==> src/rtl/v_hier_subsub_pipe.sv <==
`default_nettype none
// ============================================================================
// Module   : v_hier_subsub_pipe
// Purpose  : Leaf pipeline of the example hierarchy. Carries a signed or
//            unsigned value through DEPTH elastic register stages with a
//            valid/ready handshake on both sides. Each value is width-
//            converted (extend, truncate or saturate) before stage 0.
// Revision : 1.0 - initial parametrised release
// ----------------------------------------------------------------------------
// Ports:
//   clk        in   1              rising-edge clock
//   reset_l    in   1              asynchronous active-low reset
//   flush      in   1              synchronous clear of all stage valids
//   in_valid   in   1              a is valid this cycle
//   in_ready   out  1              block accepts a this cycle
//   a          in   WIDTH          input data
//   out_valid  out  1              q is valid
//   out_ready  in   1              consumer accepts q this cycle
//   q          out  OUT_WIDTH      output data (last stage)
//   count      out  clog2(DEPTH+1) number of occupied stages
// ============================================================================
module v_hier_subsub_pipe #(
  parameter int WIDTH     = 8,
  parameter int OUT_WIDTH = 8,
  parameter int DEPTH     = 2,
  parameter int SIGNED    = 1,
  parameter int SATURATE  = 0
) (
  input  logic                         clk,
  input  logic                         reset_l,
  input  logic                         flush,
  input  logic                         in_valid,
  output logic                         in_ready,
  input  logic [WIDTH-1:0]             a,
  output logic                         out_valid,
  input  logic                         out_ready,
  output logic [OUT_WIDTH-1:0]         q,
  output logic [$clog2(DEPTH+1)-1:0]   count
);

  localparam int CNT_W = $clog2(DEPTH + 1);

  logic [DEPTH-1:0]     r_v;
  logic [OUT_WIDTH-1:0] r_d     [DEPTH];
  logic [CNT_W-1:0]     r_count;

  logic [DEPTH-1:0]     w_rdy;
  logic                 w_rdy_acc;
  logic [DEPTH-1:0]     w_src_v;
  logic [OUT_WIDTH-1:0] w_src_d [DEPTH];
  logic [OUT_WIDTH-1:0] w_conv;
  logic                 w_in_xfer;
  logic                 w_out_xfer;

  // --------------------------------------------------------------------------
  // Width conversion of the incoming value
  // --------------------------------------------------------------------------
  generate
    if (OUT_WIDTH >= WIDTH) begin : g_extend
      if (SIGNED != 0) begin : g_sext
        assign w_conv = OUT_WIDTH'(signed'(a));
      end else begin : g_zext
        assign w_conv = OUT_WIDTH'(a);
      end
    end else begin : g_narrow
      if (SATURATE == 0) begin : g_trunc
        logic w_unused_hi;
        assign w_unused_hi = ^a[WIDTH-1:OUT_WIDTH];
        assign w_conv      = a[OUT_WIDTH-1:0];
      end else if (SIGNED != 0) begin : g_ssat
        // The value fits when every bit from the output sign bit upward
        // agrees with the input sign bit.
        logic [WIDTH-OUT_WIDTH:0] w_top;
        logic                     w_fits;
        logic [OUT_WIDTH-1:0]     w_clamp;
        assign w_top  = a[WIDTH-1:OUT_WIDTH-1];
        assign w_fits = (&w_top) | ~(|w_top);
        // Negative overflow -> 100..0, positive overflow -> 011..1.
        always_comb begin
          w_clamp                = {OUT_WIDTH{~a[WIDTH-1]}};
          w_clamp[OUT_WIDTH-1]   = a[WIDTH-1];
        end
        assign w_conv = w_fits ? a[OUT_WIDTH-1:0] : w_clamp;
      end else begin : g_usat
        assign w_conv = (|a[WIDTH-1:OUT_WIDTH]) ? {OUT_WIDTH{1'b1}}
                                                : a[OUT_WIDTH-1:0];
      end
    end
  endgenerate

  // --------------------------------------------------------------------------
  // Ready chain: a stage can load when it is empty or everything downstream
  // of it can move. Computed as a running OR from the output side so there
  // is no self-referencing vector.
  // --------------------------------------------------------------------------
  always_comb begin
    w_rdy     = '0;
    w_rdy_acc = out_ready;
    for (int k = DEPTH - 1; k >= 0; k--) begin
      w_rdy_acc = w_rdy_acc | ~r_v[k];
      w_rdy[k]  = w_rdy_acc;
    end
  end

  assign in_ready   = w_rdy[0] & ~flush;
  assign w_in_xfer  = in_valid & in_ready;
  assign out_valid  = r_v[DEPTH-1];
  assign q          = r_d[DEPTH-1];
  assign w_out_xfer = out_valid & out_ready;
  assign count      = r_count;

  // --------------------------------------------------------------------------
  // Per-stage source selection
  // --------------------------------------------------------------------------
  generate
    for (genvar k = 0; k < DEPTH; k++) begin : g_src
      if (k == 0) begin : g_head
        assign w_src_v[k] = w_in_xfer;
        assign w_src_d[k] = w_conv;
      end else begin : g_body
        assign w_src_v[k] = r_v[k-1];
        assign w_src_d[k] = r_d[k-1];
      end
    end
  endgenerate

  // --------------------------------------------------------------------------
  // Stage registers. Flush clears only the valid bits; data is left as-is.
  // --------------------------------------------------------------------------
  always_ff @(posedge clk or negedge reset_l) begin
    if (!reset_l) begin
      r_v <= '0;
      for (int k = 0; k < DEPTH; k++) begin
        r_d[k] <= '0;
      end
    end else begin
      for (int k = 0; k < DEPTH; k++) begin
        if (flush) begin
          r_v[k] <= 1'b0;
        end else if (w_rdy[k]) begin
          r_v[k] <= w_src_v[k];
        end
        if (w_rdy[k] && w_src_v[k]) begin
          r_d[k] <= w_src_d[k];
        end
      end
    end
  end

  // --------------------------------------------------------------------------
  // Occupancy counter. A simultaneous in and out transfer leaves it as is;
  // a flush discards everything, including an output handshake in flight.
  // --------------------------------------------------------------------------
  always_ff @(posedge clk or negedge reset_l) begin
    if (!reset_l) begin
      r_count <= '0;
    end else if (flush) begin
      r_count <= '0;
    end else begin
      case ({w_in_xfer, w_out_xfer})
        2'b10:   r_count <= r_count + CNT_W'(1);
        2'b01:   r_count <= r_count - CNT_W'(1);
        default: r_count <= r_count;
      endcase
    end
  end

endmodule
`default_nettype wire

==> config.mk <==
export PLATFORM = sky130hd
export DESIGN_NAME = v_hier_subsub_pipe
export DESIGN_NICKNAME = d
export VERILOG_FILES = /design/src/rtl/v_hier_subsub_pipe.sv
export SDC_FILE = /design/constraint.sdc
export NUM_CORES = 1
export LEC_CHECK = 0
export CAP_MARGIN = 20
export CORE_MARGIN = 2
export CORE_UTILIZATION = 42
export DETAILED_ROUTE_END_ITERATION = 8
export GPL_TIMING_DRIVEN = 0
export MAX_ROUTING_LAYER = met4
export PLACE_DENSITY = 0.85
export SYNTH_ARGS = -nofsm -noshare
export SYNTH_HDL_FRONTEND = slang
export SYNTH_SLANG_ARGS = --single-unit
==> constraint.sdc <==
create_clock -name clk -period 1.3 [get_ports clk]
set_input_delay 0.13 -clock clk [delete_from_list [all_inputs] [get_ports clk]]
set_output_delay 0.13 -clock clk [all_outputs]
set_load 0.03 [all_outputs]
==> results.py, run 1 <==
metrics = {
    "clocking": {
        "ctsHtreeMaxLevel": 1,
        "hold_buffers": 0,
        "cts_tree": "yes",
        "clkTransAtPathRegs_ps": 110,
        "clk_latency_ps": 300,
        "cts_buffers": 3,
        "max-clock-path-buffers": 2,
        "clock-sinks": 20,
        "cts_root_buf": "clkbuf_4",
    },
    "synthesis": {
        "synth_commonest_cells": "20 x dfrtp_1, 9 x mux2_2, 8 x buf_4, 8 x mux2_4, 5 x nor2_1",
        "ys.flop_type": "dfrtp_1",
        "syn_inst": 67,
        "synth_top_area_frac": 0.522,
        "synth_area_um2": 958,
        "synthAdderAreaFrac": 0,
        "syn_nets": 80,
        "async_flop_share": 1.00,
        "synth_mux_area_frac": 0.231,
        "yosysTopAreaCell": "dfrtp_1",
        "ys_seq_area_frac": 0.522,
        "synth_edf_count": 0,
        "ys_types": 21,
        "synth_top_family_by_area": "multiplexers",
        "ys_ff_latch": 20,
        "synth_compound_area_frac": 0.0574,
        "syn_area_per_cell_um2": 14.3,
        "yosys-top-cells-area": "dfrtp_1 52%, mux2_4 13%, mux2_2 11%",
        "synth_simple_gate_area_frac": 0.119,
        "synth_most_common_cell": "dfrtp_1",
        "synth-xor-area-share": 0,
        "yosysWarningCount": 0,
    },
    "die": {
        "ios": 25,
        "die_h_um": 51.8,
        "die_x_um": 51.8,
        "placementRows": 17,
        "core_um2": 2190,
        "initial_core_util": 0.437,
        "dieArea_um2": 2680,
    },
    "critical_path": {
        "crit_arrival_ps": 1580,
        "cp_max_fo": 5,
        "path_class": "reg2reg",
        "start_kind": "flip-flop",
        "rr_worst_depth": 4,
        "cp.required_ps": 1490,
        "r2r_start": "r_v[1]",
        "timing.rr.end": "count[1]",
        "crit_buf_inv": 1,
        "cp_cell_sequence": "buf_6, and4bb_1, a31oi_2, mux2_4",
        "path_delay_family": "flip-flops",
        "end_kind": "flip-flop",
        "critical-path-max-stage-delay_ps": 430,
        "cp_slowest_cell": "dfrtp_2",
        "r2r_setup_slack_ps": -90,
    },
    "finish": {
        "diodes": 0,
        "fillers": 165,
        "area_growth_pct": 43.0,
        "drive_gt1_frac": 0.594,
        "nNetsFinal": 115,
        "utilization": 0.625,
    },
    "global_routing": {
        "grt_pass1_wl_um": 2720,
        "grt_usage": 0.148,
        "grt.overflow.total": 0,
        "grt_max_degree": 21,
        "grt_pass1_vias": 604,
        "antenna_found_initial": 0,
    },
    "power": {
        "p_total_w": 0.00194,
        "ir_worst_vdd_uv": 1070,
        "p_leak_nw": 0.662,
        "power_density_nw_per_um2": 1410,
    },
    "drt": {
        "wl_per_cell_um": 14.4,
        "avgViaCountPerCell": 4.78,
        "firstDrtPassIters": 3,
        "drt-total-wl_um": 1860,
        "drc": 0,
        "ant_nets": 0,
        "drt_iter0_markers": 2,
        "vias": 616,
    },
    "worst_hold_path": {
        "hold_path_class": "in2async",
    },
    "run_status": {
        "violations": "setup timing",
        "status": "finished, violations left",
    },
    "sta": {
        "fin_crit_sh": 1.07,
        "relSlewSlack": 0.426,
        "setup_viol": 11,
        "finalHoldViolCount": 0,
        "fin_ws_ps": -89.3,
        "fmax_mhz": 720,
        "finalMaxSlewViolations": 0,
        "period_minus_slack_ps": 1390,
        "worstMarginPinSlew_ps": 859,
        "rsz0062_at_grt": "true",
        "skew_ps": 6.14,
    },
    "run": {
        "maxCapViolCount": 0,
    },
    "place": {
        "io_buffers": 24,
        "place_ws_ps": -606,
        "hpwl_um": 1200,
        "gp_congestion": 0.782,
    },
}
power breakdown:
part | total [W] | switching, W | internal (W)
Combinational | 0.000642 | 0.000295 | 0.000347
Clock | 0.000499 | 0.000187 | 0.000312
Sequential | 0.000797 | 0.0000624 | 0.000735
cell type report:
cell class / instances / area (um2) / share of cell area
Sequential cell: 20 / 504 / 0.368
Multi-Input combinational cell: 37 / 424 / 0.310
Timing Repair Buffer: 30 / 287 / 0.209
Buffer: 8 / 60.1 / 0.0438
Tap cell: 28 / 35.0 / 0.0256
Clock inverter: 1 / 30.0 / 0.0219
Clock buffer: 3 / 22.5 / 0.0164
Inverter: 2 / 7.51 / 0.00548
how the worst max path moves through the flow:
stage,startpoint,endpoint,cells past startpoint
2_1_floorplan,r_v[1],count[1],3
3_3_place_gp,out_ready,in_ready,4
3_5_place_dp,out_ready,in_ready,4
4_1_cts,r_v[1],count[1],4
5_1_grt,r_v[1],count[1],4
6_report,r_v[1],count[1],4
flip-flops by register name (all words and copies together), names as in the netlist:
register and count:
count 2, q 8, r_d 8, r_v 2
routing by layer:
metal | GRT usage | vias to the layer above | share of wire | wire (um)
met1 | 0.181 | 301 | 0.43 | 802
li1 | - | 294 | - | -
met2 | 0.222 | 16 | 0.50 | 932
met4 | 0.0526 | 0 | 0.012 | 23
met5 | - | - | 0 | 0
met3 | 0.0603 | 5 | 0.054 | 101
kinds of logic after synthesis:
logic type | Yosys count
and+or+nand+nor | 13
DFF | 20
AOI/OAI and AO/OA | 7
muxes | 17
buffers and inverters | 10
per-stage QoR:
stage	setup TNS, ps	instances	area, um2	hold WS [ps]
after floorplan	-16.4	67	961	-166
after global routing	-867	129	1370	363
final	-436	129	1370	301
after CTS	-402	126	1310	318
after global placement	-5250	119	1240	488
after detailed placement	-5590	119	1240	494
what timing repair did:
action | CTS | global route
pin swaps | 1 | 0
setup endpoints to repair | 13 | 24
hold endpoints to repair | 0 | 0
resized for setup | 36 | 18
cloned | 0 | 0
buffers inserted | 3 | 3
placed cells by master (no fill, tap or decap), types with 2 or more instances in the layout:
cell             Yosys  routed
buf_4                8      12
dfrtp_1             20      17
dlygate4sd2_1        0       2
clkdlybuf4s15_2      0       4
mux2_4               8      11
nor2_1               5       4
mux2_2               9       6
buf_6                0       3
clkbuf_4             0       3
and3b_2              2       2
clkdlybuf4s50_1      0      11
dfrtp_2              0       3
clkbuf_2             0       4
worst register-to-register path, cell delays in order (launching register included):
cell and delay [ps]:
dfrtp_2 430, buf_6 130, and4bb_1 200, a31oi_2 210
mux2_4 320
Note: power is estimated with default switching activity, not from simulation.
==> run 2, diff against run 1 <==
- CAP_MARGIN: 20 -> not set
- CTS_CLUSTER_DIAMETER: not set -> 200
==> results of run 2 <==
Same layout as run 1: the final DEF is identical, and so are final timing and power.
